[config.mk]
export PLATFORM = sky130hd
export DESIGN_NAME = ldpc_iter_ctrl
export DESIGN_NICKNAME = d
export VERILOG_FILES = /design/src/rtl/ldpc_pkg.sv /design/src/rtl/ldpc_phase_timer.sv /design/src/rtl/ldpc_iter_ctrl.sv
export SDC_FILE = /design/constraint.sdc
export NUM_CORES = 1
export LEC_CHECK = 0
export ABC_AREA = 1
export ABC_CLOCK_PERIOD_IN_PS = 1800
export CAP_MARGIN = 10
export CELL_PAD_IN_SITES_DETAIL_PLACEMENT = 1
export CELL_PAD_IN_SITES_GLOBAL_PLACEMENT = 1
export CORE_MARGIN = 5
export CORE_UTILIZATION = 30
export CTS_BUF_LIST = sky130_fd_sc_hd__clkbuf_8
export DETAILED_ROUTE_END_ITERATION = 12
export DONT_BUFFER_PORTS = 1
export GPL_TIMING_DRIVEN = 1
export HOLD_SLACK_MARGIN = 0.06
export PLACE_DENSITY_LB_ADDON = 0.08
export REMOVE_ABC_BUFFERS = 1
export SKIP_LAST_GASP = 1
export SLEW_MARGIN = 20
export SYNTH_ARGS = -nofsm -noshare
export SYNTH_HDL_FRONTEND = slang
export SYNTH_SLANG_ARGS = --single-unit
export TNS_END_PERCENT = 1
[constraint.sdc]
create_clock -name clk -period 1.8 [get_ports clk]
set_input_delay 0.36 -clock clk [delete_from_list [all_inputs] [get_ports clk]]
set_output_delay 0.36 -clock clk [all_outputs]
set_load 0.01 [all_outputs]
[src/rtl/ldpc_pkg.sv]
// Shared definitions for the LDPC decoder core: controller state encoding
// and default sizing constants used by the controller and the node arrays.
package ldpc_pkg;

    typedef enum logic [2:0] {
        ST_IDLE  = 3'd0,
        ST_LOAD  = 3'd1,
        ST_CNU   = 3'd2,
        ST_VNU   = 3'd3,
        ST_CHECK = 3'd4,
        ST_DONE  = 3'd5
    } ldpc_state_t;

    localparam int MAX_ITER_DEF = 8;
    localparam int CNU_LAT_DEF  = 2;
    localparam int N_CHK_DEF    = 6;
    localparam int LLR_W        = 32;

endpackage

[src/rtl/ldpc_phase_timer.sv]
// Loadable down-counter; tc_o is high while the count sits at zero, marking
// the last cycle of a timed datapath phase.
module ldpc_phase_timer #(
    parameter int CW = 2
) (
    input  logic          clk,
    input  logic          rst,
    input  logic          load_i,
    input  logic [CW-1:0] load_val_i,
    input  logic          en_i,
    output logic          tc_o
);

    logic [CW-1:0] cnt_q, cnt_d;

    always_comb begin
        cnt_d = cnt_q;
        if (load_i) begin
            cnt_d = load_val_i;
        end else if (en_i && (cnt_q != '0)) begin
            cnt_d = cnt_q - CW'(1);
        end
    end

    always_ff @(posedge clk or negedge rst) begin
        if (!rst) begin
            cnt_q <= '0;
        end else begin
            cnt_q <= cnt_d;
        end
    end

    assign tc_o = (cnt_q == '0);

endmodule

[src/rtl/ldpc_iter_ctrl.sv]
// LDPC iteration controller: sequences load / CNU / VNU / syndrome-check phases,
// stopping on a zero syndrome or when the iteration budget runs out.
module ldpc_iter_ctrl
    import ldpc_pkg::*;
#(
    parameter int  MAX_ITER = MAX_ITER_DEF,
    parameter int  CNU_LAT  = CNU_LAT_DEF,
    parameter int  N_CHK    = N_CHK_DEF,
    localparam int ITW      = $clog2(MAX_ITER + 1)
) (
    input  logic             clk,
    input  logic             rst,
    input  logic             start,
    output logic             ready,
    input  logic             abort,
    input  logic [N_CHK-1:0] syndrome,
    output logic             dec_load,
    output logic             cnu_en,
    output logic             vnu_en,
    output logic [ITW-1:0]   iter_cnt,
    output logic             out_valid,
    input  logic             out_ready,
    output logic             success
);

    localparam int             TW       = $clog2(CNU_LAT + 1);
    localparam logic [TW-1:0]  CNU_LOAD = TW'(CNU_LAT - 1);
    localparam logic [ITW-1:0] ITER_MAX = ITW'(MAX_ITER);

    ldpc_state_t    state_q, state_d;
    logic [ITW-1:0] iter_q, iter_d;
    logic           succ_q, succ_d;
    logic           tmr_load, tmr_en, tmr_tc;
    logic           syn_zero;

    assign syn_zero = ~|syndrome;

    ldpc_phase_timer #(.CW(TW)) u_cnu_timer (
        .clk        (clk),
        .rst        (rst),
        .load_i     (tmr_load),
        .load_val_i (CNU_LOAD),
        .en_i       (tmr_en),
        .tc_o       (tmr_tc)
    );

    always_comb begin
        state_d  = state_q;
        iter_d   = iter_q;
        succ_d   = succ_q;
        tmr_load = 1'b0;
        tmr_en   = 1'b0;
        case (state_q)
            ST_IDLE: begin
                if (start) begin
                    state_d = ST_LOAD;
                    iter_d  = '0;
                    succ_d  = 1'b0;
                end
            end
            ST_LOAD: begin
                state_d  = ST_CNU;
                tmr_load = 1'b1;
            end
            ST_CNU: begin
                tmr_en = 1'b1;
                if (tmr_tc) state_d = ST_VNU;
            end
            ST_VNU: begin
                state_d = ST_CHECK;
                if (iter_q != ITER_MAX) iter_d = iter_q + ITW'(1);
            end
            ST_CHECK: begin
                if (syn_zero) begin
                    state_d = ST_DONE;
                    succ_d  = 1'b1;
                end else if (iter_q == ITER_MAX) begin
                    state_d = ST_DONE;
                    succ_d  = 1'b0;
                end else begin
                    state_d  = ST_CNU;
                    tmr_load = 1'b1;
                end
            end
            ST_DONE: begin
                if (out_ready) state_d = ST_IDLE;
            end
            default: state_d = ST_IDLE;
        endcase
        // An aborted frame keeps the iterations it has already completed.
        if (abort && (state_q != ST_IDLE) && (state_q != ST_DONE)) begin
            state_d  = ST_IDLE;
            iter_d   = iter_q;
            succ_d   = succ_q;
            tmr_load = 1'b0;
        end
    end

    always_ff @(posedge clk or negedge rst) begin
        if (!rst) begin
            state_q <= ST_IDLE;
            iter_q  <= '0;
            succ_q  <= 1'b0;
        end else begin
            state_q <= state_d;
            iter_q  <= iter_d;
            succ_q  <= succ_d;
        end
    end

    assign ready     = (state_q == ST_IDLE);
    assign dec_load  = (state_q == ST_LOAD);
    assign cnu_en    = (state_q == ST_CNU);
    assign vnu_en    = (state_q == ST_VNU);
    assign out_valid = (state_q == ST_DONE);
    assign success   = succ_q;
    assign iter_cnt  = iter_q;

endmodule

==> metrics.md <==
| Metric | Value |
|---|---|
| Initial DRC count | `7` |
| Postcts setup bufs | `0` |
| Core Area | `2148 um^2` |
| Routed wl met2 | `roughly 830 um` |
| Actual slew at the worst max-slew pin | `approximately 530 ps` |
| Hold crit path type | `in2reg` |
| Post-synthesis mux area share | `0` |
| GRT Resource Usage Total | `0.1129` |
| DR vias/cell | `4.929` |
| Via Count | `roughly 620` |
| Fillers | `278` |
| Hpwl dp | `between 1000 and 1500 um` |
| Net Sw Power | `between 0.5 and 0.6 mW` |
| Kind of critical path | `reg2out` |
| Vias in the first global route | `663` |
| Number of warning messages in the yosys log | `0` |
| Most frequent cells in the layout | `nand2_1, inv_1, nand3_1, dfrtp_1, nor2_1` |
| Sequential standard cell area | `250.2 um^2` |
| Complex-gate fraction of the synthesized area | `0.07372` |
| Max-cap violations | `0` |
| Area Overhead vs Synth | `15.12%` |
| Clock Tree Buf Depth | `2` |
| Synth Area in Simple Gates | `0.3629` |
| Setup violators final | `0` |
| Sw frac | `0.4452` |
| Synthesis-stage register bit count | `10` |
| Slew Limit Headroom | `0.6473` |
| Largest family of logic cells by synthesized area | `simple AND/OR/NAND/NOR gates` |
| Global-route wire length before repair | `2960 um` |
| Fin crit share | `0.8437` |
| Die Ht | `between 50 and 60 um` |
| Tmin final | `between 1500 and 2000 ps` |
| Largest net degree at the start of global routing | `11` |
| Critical Path AT | `around 1200 ps` |
| Worst-skew pair later-pin latency | `between 200 and 250 ps` |
| Worst vdd ir | `about 0.45 mV` |
| Post-route DRC violation count | `0` |
| Worst clock skew | `between 3 and 4 ps` |
| RSZ-0062 raised after global routing | `false` |
| Hold-fix buffers, CTS | `1` |
| Distinct cells, synth | `21` |
| Max FO, Critical Path | `7` |
| CTS root buffer | `clkbuf_8` |
| Status | `complete, no violations` |
| Sequential power share | `0.313` |
| Sequential share of the synthesized area | `0.3781` |
| Setup TNS | `0 ps` |
| Clock transition at path regs | `around 50 ps` |
| Setup slack after layout | `~280 ps` |
| Total congestion overflow | `0` |
| Initial antenna violation count | `0` |
| I/O Buffers | `0` |
| Initial Util | `0.3081` |
| Routed Antenna Nets | `0` |
| Pwr/cell area | `between 1500 and 2000 nW/um^2` |
| Fraction of layout cells with a size suffix above 1 | `0.1122` |
| Worst EP required | `around 1400 ps` |
| Comb power frac | `0.430` |
| Number of gates resized after CTS | `0` |
| Area share of xor/xnor cells in the synthesized design | `0.02647` |
| Max Used Layer | `met4` |
| Commonest non-fill, non-tap cell in the layout | `nand2_1` |
| Drt wl/cell | `around 13 um` |
| Startpoint type of the worst setup path | `flop` |
| Rows | `17` |
| Post-Syn Area | `roughly 660 um^2` |
| Routed Wire Length | `roughly 1700 um` |
| CTS HTree Levels | `1` |
| Die X | `roughly 57 um` |
| Fin. max-slew vios | `0` |
| CTS tree | `yes` |
| Cell count after synthesis | `93` |
| Leakage | `~0.41 nW` |
| Adder-Cell Fraction of Synth Area | `0.05671` |
| TritonCTS buffer count | `3` |
| Nets@finish | `roughly 110` |
| WL met3 | `slightly below 100 um` |
| Clock power share | `0.257` |
| Fmax | `0.6585 GHz` |
| Worst Setup End Kind | `output pin` |
| Pre-CTS WS | `roughly 320 ps` |
| Detailed-router iteration count before antenna repair | `4` |
| Mean post-synth cell area | `between 7 and 8 um^2` |
| Sink count of the clock tree | `10` |
| Area of the multi-input gates | `344.1 um^2` |
| # diodes | `0` |
| Power Internal | `0.6345 mW` |
| # IOs | `21` |
| Final Hold Fails | `0` |
| Routability cong. | `just over 0.7` |
| Die Area | `~3200 um^2` |
| M1 WL | `approximately 740 um` |
-- synth_stat cells (all sizes together) --
| master | count | area (um^2) |
|---|---|---|
| a21oi | 2 | 10.01 |
| a31oi | 1 | 6.260 |
| dfrtp | 10 | 250.2 |
| ha | 3 | 37.54 |
| inv | 18 | 67.57 |
| nand2 | 23 | 88.84 |
| nand3 | 14 | 85.08 |
| nand3b | 1 | 7.510 |
| nand4 | 1 | 6.260 |
| nor2 | 9 | 36.29 |
| nor3 | 2 | 10.01 |
| o21a | 1 | 7.510 |
| o21ai | 5 | 25.02 |
| or2 | 1 | 6.260 |
| xnor2 | 1 | 8.760 |
| xor2 | 1 | 8.760 |
-- critical path, stage by stage, from the launching register on --
cell and delay [ps]:
dfrtp_1 400, inv_2 140, nand3_1 210, inv_1 170
-- power by group through the flow --
stage,registers (mW),clock network [mW],logic (mW)
2_1_floorplan,0.345,0,0.396
3_3_place_gp,0.358,0,0.487
3_5_place_dp,0.362,0,0.495
4_1_cts,0.359,0.302,0.505
5_1_grt,0.367,0.312,0.578
6_report,0.358,0.294,0.492
-- area by class of cell --
| type | count | share of cell area |
|---|---|---|
| multi-input combinational | 65 | 0.4516 |
| tap | 28 | 0.04598 |
| clock buffer | 4 | 0.07225 |
| inverter | 18 | 0.08867 |
| sequential | 10 | 0.3284 |
| timing repair buffer | 1 | 0.01314 |
-- routing by layer --
| metal | vias up | track usage |
|---|---|---|
| met5 | - | 0 |
| met4 | 0 | 0.01987 |
| met3 | 3 | 0.04977 |
| met2 | 14 | 0.1876 |
| met1 | 298 | 0.1367 |
| li1 | 306 | - |
-- path summary, 6_finish.rpt --
kind                                            from                   end  slack [ps]  cells past startpoint
worst max register to register           iter_cnt[0]           iter_cnt[3]         330                      8
worst min register to register  u_cnu_timer.cnt_q[0]  u_cnu_timer.cnt_q[0]         530                      2
max in group asynchronous                        rst           iter_cnt[2]         910                      1
min in group asynchronous                        rst               success         530                      1
worst min-delay path                       out_ready            state_q[0]         370                      3
worst max-delay path                      state_q[2]                cnu_en         280                      3
-- flip-flops by register name, indices dropped and copies added, names as in the netlist --
name and flops:
iter_cnt 4, state_q 3, success 1, u_cnu_timer.cnt_q 2
-- per-stage QoR --
step                      utilization  power (mW)  hold slack [ps]  cells  instance area (um^2)
after floorplan                     -      0.7412            64.41     93                 661.9
after detailed placement       0.3244      0.8566            64.74    121                 696.9
after global placement         0.3244      0.8440            64.74    121                 696.9
after CTS                      0.3547       1.166            365.1    126                 762.0
after global routing           0.3547       1.257            400.2    126                 762.0
final                          0.3547       1.143            371.3    126                 762.0
-- cell families after synthesis --
group / Yosys count
AO/OA/AOI/OAI: 9
XOR/XNOR: 2
adder cells (fa/ha/maj): 3
buffers and inverters: 18
flip-flops: 10
AND/OR/NAND/NOR: 51
(Power assumes the default switching activity.)
